`src/rtl/snake_pkg.sv`:
```
// Shared definitions for the snake renderer: direction codes, colour masks
// and the reverse-direction helper.
package snake_pkg;

    typedef enum logic [1:0] {
        DIR_RIGHT = 2'b00,
        DIR_DOWN  = 2'b01,
        DIR_LEFT  = 2'b10,
        DIR_UP    = 2'b11
    } dir_e;

    // One bit per channel; the top widens each bit to a full-scale channel.
    typedef struct packed {
        logic r;
        logic g;
        logic b;
    } rgb_mask_t;

    localparam rgb_mask_t HEAD_RGB = 3'b010;
    localparam rgb_mask_t BODY_RGB = 3'b100;
    localparam rgb_mask_t BG_RGB   = 3'b000;

    // Opposite directions differ only in the MSB of the encoding.
    function automatic dir_e reverse_dir(input dir_e d);
        return dir_e'(d ^ 2'b10);
    endfunction

endpackage

```
`src/rtl/snake_renderer_if.sv`:
```
// Controller-side bundle of the snake renderer: raster/move controls in,
// pixel colour and snake status out.
interface snake_renderer_if #(
    parameter int CELL_W  = 6,
    parameter int COLOR_W = 4,
    parameter int LEN_W   = 5
);
    logic               TRANSMIT;
    logic               MOVE;
    logic [1:0]         DIR;
    logic [LEN_W-1:0]   LEN;
    logic [COLOR_W-1:0] DATA_R;
    logic [COLOR_W-1:0] DATA_G;
    logic [COLOR_W-1:0] DATA_B;
    logic [CELL_W-1:0]  HEAD_X;
    logic [CELL_W-1:0]  HEAD_Y;
    logic               MOVE_PENDING;
    logic               FRAME_DONE;
    logic               COLLIDE;

    modport master (
        output TRANSMIT, MOVE, DIR, LEN,
        input  DATA_R, DATA_G, DATA_B, HEAD_X, HEAD_Y, MOVE_PENDING, FRAME_DONE, COLLIDE
    );

    modport slave (
        input  TRANSMIT, MOVE, DIR, LEN,
        output DATA_R, DATA_G, DATA_B, HEAD_X, HEAD_Y, MOVE_PENDING, FRAME_DONE, COLLIDE
    );
endinterface

```
`src/rtl/snake_body_buffer.sv`:
```
// Segment history shift register with wrap-around head stepping, cell hit
// compare and (with SNAKE_COLLISION_DETECT_EN) the self-collision compare.
module snake_body_buffer
    import snake_pkg::*;
#(
    parameter int GRID_W   = 64,
    parameter int GRID_H   = 48,
    parameter int CELL_W   = 6,
    parameter int MAX_SEGS = 16,
    parameter int LEN_W    = 5,
    parameter int START_X  = 32,
    parameter int START_Y  = 24
) (
    input  logic              clk,
    input  logic              rst,
    input  logic              apply,
    input  logic              len_load,
    input  dir_e              step_dir,
    input  logic [LEN_W-1:0]  len_in,
    input  logic [CELL_W-1:0] query_x,
    input  logic [CELL_W-1:0] query_y,
    output logic              head_hit,
    output logic              body_hit,
    output logic              self_hit,
    output logic [CELL_W-1:0] head_x,
    output logic [CELL_W-1:0] head_y
);
    logic [CELL_W-1:0] seg_x_q [MAX_SEGS];
    logic [CELL_W-1:0] seg_x_d [MAX_SEGS];
    logic [CELL_W-1:0] seg_y_q [MAX_SEGS];
    logic [CELL_W-1:0] seg_y_d [MAX_SEGS];
    logic [LEN_W-1:0]  len_q, len_d;
    logic [CELL_W-1:0] new_x, new_y;

    // Reset lays the body out to the left of the head, wrapping at column 0.
    function automatic logic [CELL_W-1:0] reset_x(input int idx);
        logic [CELL_W-1:0] x;
        x = CELL_W'(START_X);
        for (int k = 0; k < MAX_SEGS; k++)
            if (k < idx) x = (x == '0) ? CELL_W'(GRID_W - 1) : x - CELL_W'(1);
        return x;
    endfunction

    always_comb begin
        new_x = seg_x_q[0];
        new_y = seg_y_q[0];
        case (step_dir)
            DIR_RIGHT: new_x = (seg_x_q[0] == CELL_W'(GRID_W - 1)) ? '0 : seg_x_q[0] + CELL_W'(1);
            DIR_LEFT:  new_x = (seg_x_q[0] == '0) ? CELL_W'(GRID_W - 1) : seg_x_q[0] - CELL_W'(1);
            DIR_DOWN:  new_y = (seg_y_q[0] == CELL_W'(GRID_H - 1)) ? '0 : seg_y_q[0] + CELL_W'(1);
            DIR_UP:    new_y = (seg_y_q[0] == '0) ? CELL_W'(GRID_H - 1) : seg_y_q[0] - CELL_W'(1);
            default:   ;
        endcase

        seg_x_d = seg_x_q;
        seg_y_d = seg_y_q;
        len_d   = len_load ? len_in : len_q;
        if (apply) begin
            seg_x_d[0] = new_x;
            seg_y_d[0] = new_y;
            for (int i = 1; i < MAX_SEGS; i++) begin
                seg_x_d[i] = seg_x_q[i-1];
                seg_y_d[i] = seg_y_q[i-1];
            end
        end

        head_hit = (query_x == seg_x_q[0]) && (query_y == seg_y_q[0]);
        body_hit = 1'b0;
        for (int i = 1; i < MAX_SEGS; i++)
            if (i < int'(len_q) && query_x == seg_x_q[i] && query_y == seg_y_q[i]) body_hit = 1'b1;

        // Old segments 0..len-2 become the new body after the shift.
        self_hit = 1'b0;
`ifdef SNAKE_COLLISION_DETECT_EN
        for (int i = 0; i < MAX_SEGS - 1; i++)
            if ((i + 1) < int'(len_in) && new_x == seg_x_q[i] && new_y == seg_y_q[i]) self_hit = 1'b1;
`endif
    end

    always_ff @(posedge clk) begin
        if (rst) begin
            for (int i = 0; i < MAX_SEGS; i++) begin
                seg_x_q[i] <= reset_x(i);
                seg_y_q[i] <= CELL_W'(START_Y);
            end
            len_q <= LEN_W'(1);
        end else begin
            seg_x_q <= seg_x_d;
            seg_y_q <= seg_y_d;
            len_q   <= len_d;
        end
    end

    assign head_x = seg_x_q[0];
    assign head_y = seg_y_q[0];

endmodule

```
`src/rtl/snake_renderer.sv`:
```
// Raster walker that paints a multi-segment snake on a cell grid; moves are
// applied at frame wrap. Define SNAKE_COLLISION_DETECT_EN for sticky self-collision.
module snake_renderer
    import snake_pkg::*;
#(
    parameter int H_ACTIVE = 640,
    parameter int V_ACTIVE = 480,
    parameter int SEG_SIZE = 10,
    parameter int CELL_W   = 6,
    parameter int MAX_SEGS = 16,
    parameter int COLOR_W  = 4,
    parameter int START_X  = 32,
    parameter int START_Y  = 24
) (
    input  logic            CLK,
    input  logic            RST,
    snake_renderer_if.slave io
);
    localparam int GRID_W = H_ACTIVE / SEG_SIZE;
    localparam int GRID_H = V_ACTIVE / SEG_SIZE;
    localparam int LEN_W  = $clog2(MAX_SEGS) + 1;
    localparam int HCNT_W = $clog2(H_ACTIVE + 1);
    localparam int VCNT_W = $clog2(V_ACTIVE + 1);
    localparam int SUB_W  = $clog2(SEG_SIZE + 1);

    logic [HCNT_W-1:0]  hcount_q, hcount_d;
    logic [VCNT_W-1:0]  vcount_q, vcount_d;
    logic [SUB_W-1:0]   hsub_q, hsub_d, vsub_q, vsub_d;
    logic [CELL_W-1:0]  cell_x_q, cell_x_d, cell_y_q, cell_y_d;
    logic [COLOR_W-1:0] data_r_q, data_r_d, data_g_q, data_g_d, data_b_q, data_b_d;
    logic               pending_q, pending_d, frame_done_q, frame_done_d, collide_q, collide_d;
    dir_e               dir_q, dir_d, move_dir;
    logic [LEN_W-1:0]   len_clamped;
    logic               line_end, frame_end, wrap, apply_move;
    logic               head_hit, body_hit, self_hit;
    logic [CELL_W-1:0]  head_x, head_y;
    rgb_mask_t          pix_mask;

    function automatic logic [LEN_W-1:0] clamp_len(input logic [LEN_W-1:0] req);
        if (req == '0) return LEN_W'(1);
        if (req > LEN_W'(MAX_SEGS)) return LEN_W'(MAX_SEGS);
        return req;
    endfunction

    // Raster walk with sub-cell counters so the cell index needs no divider.
    always_comb begin
        hcount_d  = hcount_q;
        vcount_d  = vcount_q;
        hsub_d    = hsub_q;
        vsub_d    = vsub_q;
        cell_x_d  = cell_x_q;
        cell_y_d  = cell_y_q;
        line_end  = (hcount_q == HCNT_W'(H_ACTIVE - 1));
        frame_end = line_end && (vcount_q == VCNT_W'(V_ACTIVE - 1));
        if (io.TRANSMIT) begin
            if (line_end) begin
                hcount_d = '0;
                hsub_d   = '0;
                cell_x_d = '0;
                if (frame_end) begin
                    vcount_d = '0;
                    vsub_d   = '0;
                    cell_y_d = '0;
                end else begin
                    vcount_d = vcount_q + VCNT_W'(1);
                    if (vsub_q == SUB_W'(SEG_SIZE - 1)) begin
                        vsub_d   = '0;
                        cell_y_d = cell_y_q + CELL_W'(1);
                    end else begin
                        vsub_d = vsub_q + SUB_W'(1);
                    end
                end
            end else begin
                hcount_d = hcount_q + HCNT_W'(1);
                if (hsub_q == SUB_W'(SEG_SIZE - 1)) begin
                    hsub_d   = '0;
                    cell_x_d = cell_x_q + CELL_W'(1);
                end else begin
                    hsub_d = hsub_q + SUB_W'(1);
                end
            end
        end
    end

    // Snake state only changes at frame wrap, keeping each frame stable.
    always_comb begin
        wrap         = io.TRANSMIT && frame_end;
        apply_move   = wrap && pending_q && !collide_q;
        len_clamped  = clamp_len(io.LEN);
        move_dir     = (dir_e'(io.DIR) == reverse_dir(dir_q)) ? dir_q : dir_e'(io.DIR);
        dir_d        = apply_move ? move_dir : dir_q;
        pending_d    = wrap ? io.MOVE : (pending_q || io.MOVE);
        frame_done_d = wrap;
        collide_d    = collide_q || (apply_move && self_hit);
        pix_mask     = head_hit ? HEAD_RGB : (body_hit ? BODY_RGB : BG_RGB);
        data_r_d     = {COLOR_W{pix_mask.r}};
        data_g_d     = {COLOR_W{pix_mask.g}};
        data_b_d     = {COLOR_W{pix_mask.b}};
    end

    always_ff @(posedge CLK) begin
        if (RST) begin
            hcount_q     <= '0;
            vcount_q     <= '0;
            hsub_q       <= '0;
            vsub_q       <= '0;
            cell_x_q     <= '0;
            cell_y_q     <= '0;
            data_r_q     <= '0;
            data_g_q     <= '0;
            data_b_q     <= '0;
            pending_q    <= 1'b0;
            frame_done_q <= 1'b0;
            collide_q    <= 1'b0;
            dir_q        <= DIR_RIGHT;
        end else begin
            hcount_q     <= hcount_d;
            vcount_q     <= vcount_d;
            hsub_q       <= hsub_d;
            vsub_q       <= vsub_d;
            cell_x_q     <= cell_x_d;
            cell_y_q     <= cell_y_d;
            data_r_q     <= data_r_d;
            data_g_q     <= data_g_d;
            data_b_q     <= data_b_d;
            pending_q    <= pending_d;
            frame_done_q <= frame_done_d;
            collide_q    <= collide_d;
            dir_q        <= dir_d;
        end
    end

    snake_body_buffer #(
        .GRID_W   (GRID_W),
        .GRID_H   (GRID_H),
        .CELL_W   (CELL_W),
        .MAX_SEGS (MAX_SEGS),
        .LEN_W    (LEN_W),
        .START_X  (START_X),
        .START_Y  (START_Y)
    ) u_body (
        .clk      (CLK),
        .rst      (RST),
        .apply    (apply_move),
        .len_load (wrap),
        .step_dir (move_dir),
        .len_in   (len_clamped),
        .query_x  (cell_x_q),
        .query_y  (cell_y_q),
        .head_hit (head_hit),
        .body_hit (body_hit),
        .self_hit (self_hit),
        .head_x   (head_x),
        .head_y   (head_y)
    );

    assign io.DATA_R       = data_r_q;
    assign io.DATA_G       = data_g_q;
    assign io.DATA_B       = data_b_q;
    assign io.HEAD_X       = head_x;
    assign io.HEAD_Y       = head_y;
    assign io.MOVE_PENDING = pending_q;
    assign io.FRAME_DONE   = frame_done_q;
    assign io.COLLIDE      = collide_q;

endmodule

```
`src/flat_wrapper.sv`:
```
// flat-port wrapper written by rule: the top's interface ports become plain ports
module snake_renderer_flat import snake_pkg::*;
#(
    parameter int H_ACTIVE = 640,
    parameter int V_ACTIVE = 480,
    parameter int SEG_SIZE = 10,
    parameter int CELL_W   = 6,
    parameter int MAX_SEGS = 16,
    parameter int COLOR_W  = 4,
    parameter int START_X  = 32,
    parameter int START_Y  = 24
)
  (CLK, RST, io_TRANSMIT, io_MOVE, io_DIR, io_LEN, io_DATA_R, io_DATA_G, io_DATA_B, io_HEAD_X, io_HEAD_Y, io_MOVE_PENDING, io_FRAME_DONE, io_COLLIDE);
  snake_renderer_if #(.CELL_W(CELL_W), .COLOR_W(COLOR_W), .LEN_W(($clog2((16)) + 1))) io_i ();
  input  logic CLK;
  input  logic RST;
  input wire logic [$bits(io_i.TRANSMIT)-1:0] io_TRANSMIT;
  input wire logic [$bits(io_i.MOVE)-1:0] io_MOVE;
  input wire logic [$bits(io_i.DIR)-1:0] io_DIR;
  input wire logic [$bits(io_i.LEN)-1:0] io_LEN;
  output wire logic [$bits(io_i.DATA_R)-1:0] io_DATA_R;
  output wire logic [$bits(io_i.DATA_G)-1:0] io_DATA_G;
  output wire logic [$bits(io_i.DATA_B)-1:0] io_DATA_B;
  output wire logic [$bits(io_i.HEAD_X)-1:0] io_HEAD_X;
  output wire logic [$bits(io_i.HEAD_Y)-1:0] io_HEAD_Y;
  output wire logic [$bits(io_i.MOVE_PENDING)-1:0] io_MOVE_PENDING;
  output wire logic [$bits(io_i.FRAME_DONE)-1:0] io_FRAME_DONE;
  output wire logic [$bits(io_i.COLLIDE)-1:0] io_COLLIDE;
  assign io_i.TRANSMIT = io_TRANSMIT;
  assign io_i.MOVE = io_MOVE;
  assign io_i.DIR = io_DIR;
  assign io_i.LEN = io_LEN;
  assign io_DATA_R = io_i.DATA_R;
  assign io_DATA_G = io_i.DATA_G;
  assign io_DATA_B = io_i.DATA_B;
  assign io_HEAD_X = io_i.HEAD_X;
  assign io_HEAD_Y = io_i.HEAD_Y;
  assign io_MOVE_PENDING = io_i.MOVE_PENDING;
  assign io_FRAME_DONE = io_i.FRAME_DONE;
  assign io_COLLIDE = io_i.COLLIDE;
  snake_renderer #(.H_ACTIVE(H_ACTIVE), .V_ACTIVE(V_ACTIVE), .SEG_SIZE(SEG_SIZE), .CELL_W(CELL_W), .MAX_SEGS(MAX_SEGS), .COLOR_W(COLOR_W), .START_X(START_X), .START_Y(START_Y)) u_core (.CLK(CLK), .RST(RST), .io(io_i));
endmodule
```
`config.mk`:
```
export PLATFORM = sky130hd
export DESIGN_NAME = snake_renderer_flat
export DESIGN_NICKNAME = d
export VERILOG_FILES = /design/src/rtl/snake_pkg.sv /design/src/rtl/snake_renderer_if.sv /design/src/rtl/snake_body_buffer.sv /design/src/rtl/snake_renderer.sv /design/src/flat_wrapper.sv
export SDC_FILE = /design/constraint.sdc
export NUM_CORES = 1
export LEC_CHECK = 0
export ABC_AREA = 0
export CAP_MARGIN = 10
export CORE_UTILIZATION = 48
export DETAILED_ROUTE_END_ITERATION = 10
export PLACE_DENSITY_LB_ADDON = 0.08
export SYNTH_ARGS = -nofsm -noshare
export SYNTH_HDL_FRONTEND = slang
export SYNTH_SLANG_ARGS = --single-unit
```
`constraint.sdc`:
```
create_clock -name CLK -period 5.53 [get_ports CLK]
set_input_delay 0.553 -clock CLK [delete_from_list [all_inputs] [get_ports CLK]]
set_output_delay 0.553 -clock CLK [all_outputs]
set_load 0.01 [all_outputs]
```
==> results of run 1 <==
==> worst max-delay path by stage <==
stage / cells past startpoint / endpoint / slack [ns]
after floorplan: 6 / u_core.u_body.seg_x_q[0] / 1.63
after global placement: 6 / u_core.u_body.seg_x_q[5] / 1.62
after detailed placement: 7 / u_core.u_body.seg_y_q[79] / 1.47
after CTS: 7 / u_core.u_body.seg_y_q[79] / 2.07
after global routing: 7 / u_core.u_body.seg_y_q[79] / 1.82
final: 7 / u_core.u_body.seg_y_q[79] / 2.11
==> cell usage in the layout (no fill, tap or decap), types with 17 or more instances in the layout <==
cell / netlist / routed
clkdlybuf4s50_1: 0 / 31
nor3_1: 17 / 17
nand4_1: 39 / 39
nor2_1: 59 / 59
dfxtp_1: 158 / 158
nor4_1: 29 / 29
nor2b_1: 45 / 45
xor2_1: 111 / 111
buf_4: 25 / 17
clkbuf_16: 0 / 28
or2_2: 46 / 46
xnor2_1: 113 / 113
nand3b_1: 34 / 34
nand3_1: 20 / 19
nand2_1: 214 / 214
edfxtp_1: 84 / 84
a21oi_1: 92 / 92
==> worst max-delay path, cell delays in order <==
cell	delay (ns)
clkdlybuf4s50_1	0.76
nand3_1	0.25
nor3_4	0.71
and3_4	0.88
buf_4	0.43
nand2_1	0.09
a21oi_1	0.17
==> cells in the mapped netlist, types with 17 or more instances <==
| cell | count |
|---|---|
| nor2_1 | 59 |
| edfxtp_1 | 84 |
| a21oi_1 | 92 |
| dfxtp_1 | 158 |
| clkbuf_1 | 55 |
| nand2_1 | 214 |
| xnor2_1 | 113 |
| nand4_1 | 39 |
| nand3b_1 | 34 |
| buf_2 | 35 |
| or2_2 | 46 |
| xor2_1 | 111 |
| buf_4 | 25 |
| nor2b_1 | 45 |
| nand3_1 | 20 |
| nor3_1 | 17 |
| nor4_1 | 29 |
==> metrics by stage <==
step	hold slack [ns]	instances	cell area [um^2]	util	setup WS, ns
6_report	0.4657	1614	13340	0.5420	2.115
3_5_place_dp	0.4595	1562	12480	0.5072	1.471
3_3_place_gp	0.4556	1562	12480	0.5072	1.616
4_1_cts	0.4674	1614	13340	0.5420	2.074
2_1_floorplan	0.4433	1306	12180	-	1.629
5_1_grt	0.4852	1614	13340	0.5420	1.817
==> cells by family (layout without fill, tap and decap cells) <==
logic type | after synthesis | count (layout)
adder cells (fa/ha/maj) | 13 | 13
AND/OR/NAND/NOR | 538 | 538
buffers and inverters | 127 | 111
flip-flops | 242 | 242
other | 1 | 5
multiplexers | 11 | 11
AO/OA/AOI/OAI | 146 | 146
XOR/XNOR | 224 | 224
==> flip-flops by register name, indices dropped and copies added, names as in the netlist, 5 cells and up <==
signal	flops
u_core.cell_x_q	6
u_core.u_body.len_q	5
u_core.u_body.head_x	6
u_core.u_body.head_y	6
u_core.u_body.seg_x_q	90
u_core.u_body.seg_y_q	90
u_core.hcount_q	10
u_core.vcount_q	9
u_core.cell_y_q	6
==> power by group through the flow <==
stage | logic, mW | clock network [mW] | registers [mW]
2_1_floorplan | 0.0835 | 0 | 1.93
3_3_place_gp | 0.109 | 0 | 1.93
3_5_place_dp | 0.109 | 0 | 1.93
4_1_cts | 0.110 | 1.76 | 1.89
5_1_grt | 0.120 | 1.82 | 1.90
6_report | 0.108 | 1.72 | 1.89
==> layout make-up <==
cell class / count / area [um^2] / area share
inverter: 10 / 37.54 / 0.002815
clock inverter: 6 / 38.79 / 0.002908
sequential: 242 / 5685 / 0.4263
tap: 324 / 405.4 / 0.03040
multi-input combinational: 937 / 5902 / 0.4425
clock buffer: 46 / 818.3 / 0.06136
timing repair buffer: 49 / 449.2 / 0.03368
==> metal layers <==
| metal | vias to the layer above | global-route usage |
|---|---|---|
| met5 | - | 0 |
| met4 | 0 | 0.05617 |
| met1 | 4207 | 0.3054 |
| li1 | 4307 | - |
| met3 | 41 | 0.02619 |
| met2 | 142 | 0.3670 |
==> impl_metrics.toml, run 1 <==
[yosys]
synth_area_leaders = "dfxtp_1, edfxtp_1, xnor2_1"
synth-simple-area-share = 0.2270
synth.distinct_cells = 57
ys_seq_area_frac = 0.4674
yosys.area.top_type_share = 0.2601
synth_mux_area_frac = 0.009258
ys_warn_count = 0
ys_ff_latch = 242
synth_top_family_by_area = "simple AND/OR/NAND/NOR gates"
synth_edf_count = 84
yosys.area_share.xor_xnor = 0.1613
synth_fa_ha_area_frac = 0.01337
syn_inst = 1302
syn_avg_cell_area_um2 = 9.342
synthArstFlopShare = 0
synth_top_cell_by_area = "dfxtp_1"
synth_compound_area_frac = 0.07067
synth_area_um2 = 12160
ys_dominant_reg_cell = "dfxtp_1"

[drt]
drtAntennaViolNets = 0
dr.pass1.iters = 4
topRoutingLayerUsed = "met4"
routedWlPerCell_um = 17.70
wl_met3_um = 964
routed-via-count = 8697
met1_length_um = 13340
vias_per_cell = 5.388
drc = 0
met2_length_um = 13650
wirelength_um = 28570
drt_iter0_drc = 611

[setup_path]
worstReg2RegEnd = "u_core.io.DATA_R[0]"
startpoint = "io_TRANSMIT"
cp_max_fo = 72
crit-reg2reg-launch = "u_core.cell_x_q[0]"
path_class = "in -> reg"
arrival_ns = 3.87
required_ns = 5.99
rr_worst_depth = 7
crit_path_start_kind = "input pin"
r2r_setup_slack_ns = 2.34
cp-end-kind = "flip-flop"

[global_routing]
grt_usage = 0.2210
grt_pass1_wl_um = 45380
gr-total-overflow = 0
grt_max_degree = 122
grt_pass1_vias = 8180
antenna_found_initial = 0

[sta]
fin_worst_skew_ns = 0.02218
rsz0062_at_grt = "no"
finalHoldViolations = 0
slew_violations = 0
tightest_slew_ns = 1.035
fin_crit_sh = 0.6176
finalSetupTns_ns = 0
setup_viol = 0
fin_crit_ns = 3.415
relSlewSlack = 0.3100
fmax_ghz = 0.2928

[floorplanning]
pin_count = 38
die_width_um = 161.2
initial_utilization = 0.4943
coreArea_um2 = 24600
core.rowCount = 57
fp.dieArea_um2 = 25980
die_y_um = 161.2

[cells_and_area]
drive_above_1_share = 0.08837
nFillCells = 2279
nNetsFinal = 1292
n_antenna_cell = 0
area_growth_pct = 9.649

[clock_tree]
ctsHoldBuffers = 0
cts_buffer_depth = 3
h-tree-depth = 1
cts_setup_buffers = 0
cts-buffers-inserted = 28
cts_tree = "yes"
worstSkewPairLatency_ns = 0.55
cts.clk_slew.worst_paths_ns = 0.06
post_cts_resized = 0
cts.sinks = 242
ctsRootBufferMaster = "clkbuf_16"

[flow_run]
cap_viol_max_count = 0

[placement]
io_buffers = 32
gp_congestion = 0.8148
place_hpwl_um = 18060

[power]
p_total_mw = 3.724
power_density_nw_per_um2 = 279.2
swShare = 0.2160
p_leak_nw = 4.741
seqPwrFrac = 0.509
p_comb_frac = 0.029
p_clk_frac = 0.462
irDropWorstVdd_mv = 0.2351
p_sw_mw = 0.8043
power.internal_mw = 2.919

[min_path]
min_to = "u_core.u_body.seg_y_q[5]"
worstHoldStart = "u_core.u_body.seg_y_q[5]"
hold_class = "reg -> reg"
hold_depth = 2

[status]
status = "finished, final reports clean"
No activity file was read; power rests on OpenSTA's default activity.
==> run 2, diff against run 1 <==
- clock period: 5.53 -> 3.2 ns (I/O delays scaled with it)
==> run 2 against run 1 <==
Cell count is 0.99% higher. Sequential share of layout area is 0.56 points lower. Final area is 1.3% higher. Sequential power is 73% higher. Die area stayed put. Clock power is 66% higher. Via count is 0.22% higher. Power is 70% higher.
==> impl_metrics.toml, run 2 (same netlist as run 1, synthesis figures left out) <==
[status]
status = "finished, final reports clean"

[cells_and_area]
drive_above_1_share = 0.1018
multiInputGateArea_um2 = 5902
post-route-util = 0.5493
regArea_um2 = 5685
reg_top3 = "u_core.u_body.seg_x_q: 90 flops, u_core.u_body.seg_y_q: 90 flops, u_core.hcount_q: 10 flops"
nFillCells = 2283
area_growth_pct = 11.11
final_cell_mix = "nand2_1, dfxtp_1, xnor2_1"
layout_commonest_cell = "nand2_1"
n_antenna_cell = 0
nNetsFinal = 1310

[floorplanning]
die_y_um = 161.2
initial_utilization = 0.4943
pin_count = 38
core.rowCount = 57
fp.dieArea_um2 = 25980
coreArea_um2 = 24600
die_width_um = 161.2

[drt]
drt_iter0_drc = 717
routed-via-count = 8716
wl_met3_um = 1053
met1_length_um = 13700
routedWlPerCell_um = 18.34
drc = 0
met2_length_um = 14270
vias_per_cell = 5.347
wirelength_um = 29900
dr.pass1.iters = 5
drtAntennaViolNets = 0
topRoutingLayerUsed = "met4"

[setup_path]
worstReg2RegEnd = "u_core.u_body.seg_y_q[79]"
crit_path_start_kind = "flip-flop"
crit-reg2reg-launch = "u_core.hcount_q[0]"
cp_max_fo = 56
cp-end-kind = "flip-flop"
r2r_setup_slack_ns = 0.81
required_ns = 3.65
rr_worst_depth = 8
worstSetupEndpoint = "u_core.u_body.seg_y_q[79]"
arrival_ns = 2.85
startpoint = "u_core.hcount_q[0]"
path_class = "reg -> reg"

[sta]
fin_worst_skew_ns = 0.009941
relSlewSlack = 0.5183
slew_violations = 0
tightest_slew_ns = 0.7225
hold_slack_ns = 0.2305
finalHoldViolations = 0
setup_viol = 0
fin_crit_sh = 0.7482
finalSetupTns_ns = 0
rsz0062_at_grt = "no"
fin_crit_ns = 2.394
fmax_ghz = 0.4177

[power]
power_density_nw_per_um2 = 467.8
p_total_mw = 6.322
p_leak_nw = 4.847
irDropWorstVdd_mv = 0.4376

[global_routing]
grt_pass1_vias = 8502
gr-total-overflow = 0
antenna_found_initial = 0
grt_usage = 0.2334
grt_max_degree = 101
grt_pass1_wl_um = 47550

[clock_tree]
cts_setup_buffers = 0
post_cts_resized = 0
cts_tree = "yes"
ctsHoldBuffers = 0
cts_buffer_depth = 3
worstSkewPairLatency_ns = 0.53
cts-buffers-inserted = 26
h-tree-depth = 1
cts.sinks = 242
ctsRootBufferMaster = "clkbuf_16"
cts.clk_slew.worst_paths_ns = 0.06

[placement]
io_buffers = 32
place_hpwl_um = 19700
gp_congestion = 0.8214

[min_path]
hold_class = "in -> reg"

[flow_run]
cap_viol_max_count = 0
-- run 2: cell count changes in the layout (fill, tap and decap cells not counted), sizes merged --
cell    delta
clkbuf     -3
clkinv     -1
buf       +20
-- run 2: worst max-delay path, cell delays in order, from the launching register on --
cell,delay [ns]
dfxtp_1,0.34
ha_1,0.25
nand3_1,0.17
nor3_4,0.07
nand3_4,0.09
buf_4,0.55
buf_4,0.56
nand2_1,0.11
a21oi_1,0.13
-- run 2: final cells by class --
type,count,share of cell area
timing repair buffer,69,0.04990
sequential,242,0.4207
multi-input combinational,937,0.4367
tap,324,0.03000
inverter,10,0.002778
clock inverter,5,0.001759
clock buffer,43,0.05814
-- run 2: power breakdown --
part | switching, mW | internal, mW
Clock | 1.19 | 1.66
Sequential | 0.0389 | 3.23
Combinational | 0.115 | 0.0798
-- run 2: worst min-delay path by stage --
stage                     depth (start not counted)                     start                       end  slack [ns]
after detailed placement                          2  u_core.u_body.seg_y_q[0]  u_core.u_body.seg_y_q[0]        0.46
after global placement                            2  u_core.u_body.seg_y_q[1]  u_core.u_body.seg_y_q[1]        0.45
after global routing                              2                       RST      u_core.io.FRAME_DONE        0.29
after floorplan                                   2                   io_MOVE    u_core.io.MOVE_PENDING        0.44
final                                             2                       RST        u_core.hcount_q[6]        0.23
after CTS                                         2                       RST        u_core.hcount_q[6]        0.25
-- run 2: metrics by stage --
step                      instance area [um^2]  worst slack (ns)  instances
final                                    13510            0.8058       1630
after global routing                     13510            0.6139       1630
after CTS                                13510            0.7952       1630
after detailed placement                 12700            0.6431       1582
after global placement                   12700            0.6582       1582
after floorplan                          12180            0.2383       1306
-- run 2: metal layers --
| layer | track usage | up-vias |
|---|---|---|
| li1 | - | 4343 |
| met1 | 0.3159 | 4139 |
| met2 | 0.3907 | 181 |
| met3 | 0.02568 | 53 |
| met4 | 0.07376 | 0 |
| met5 | 0 | - |
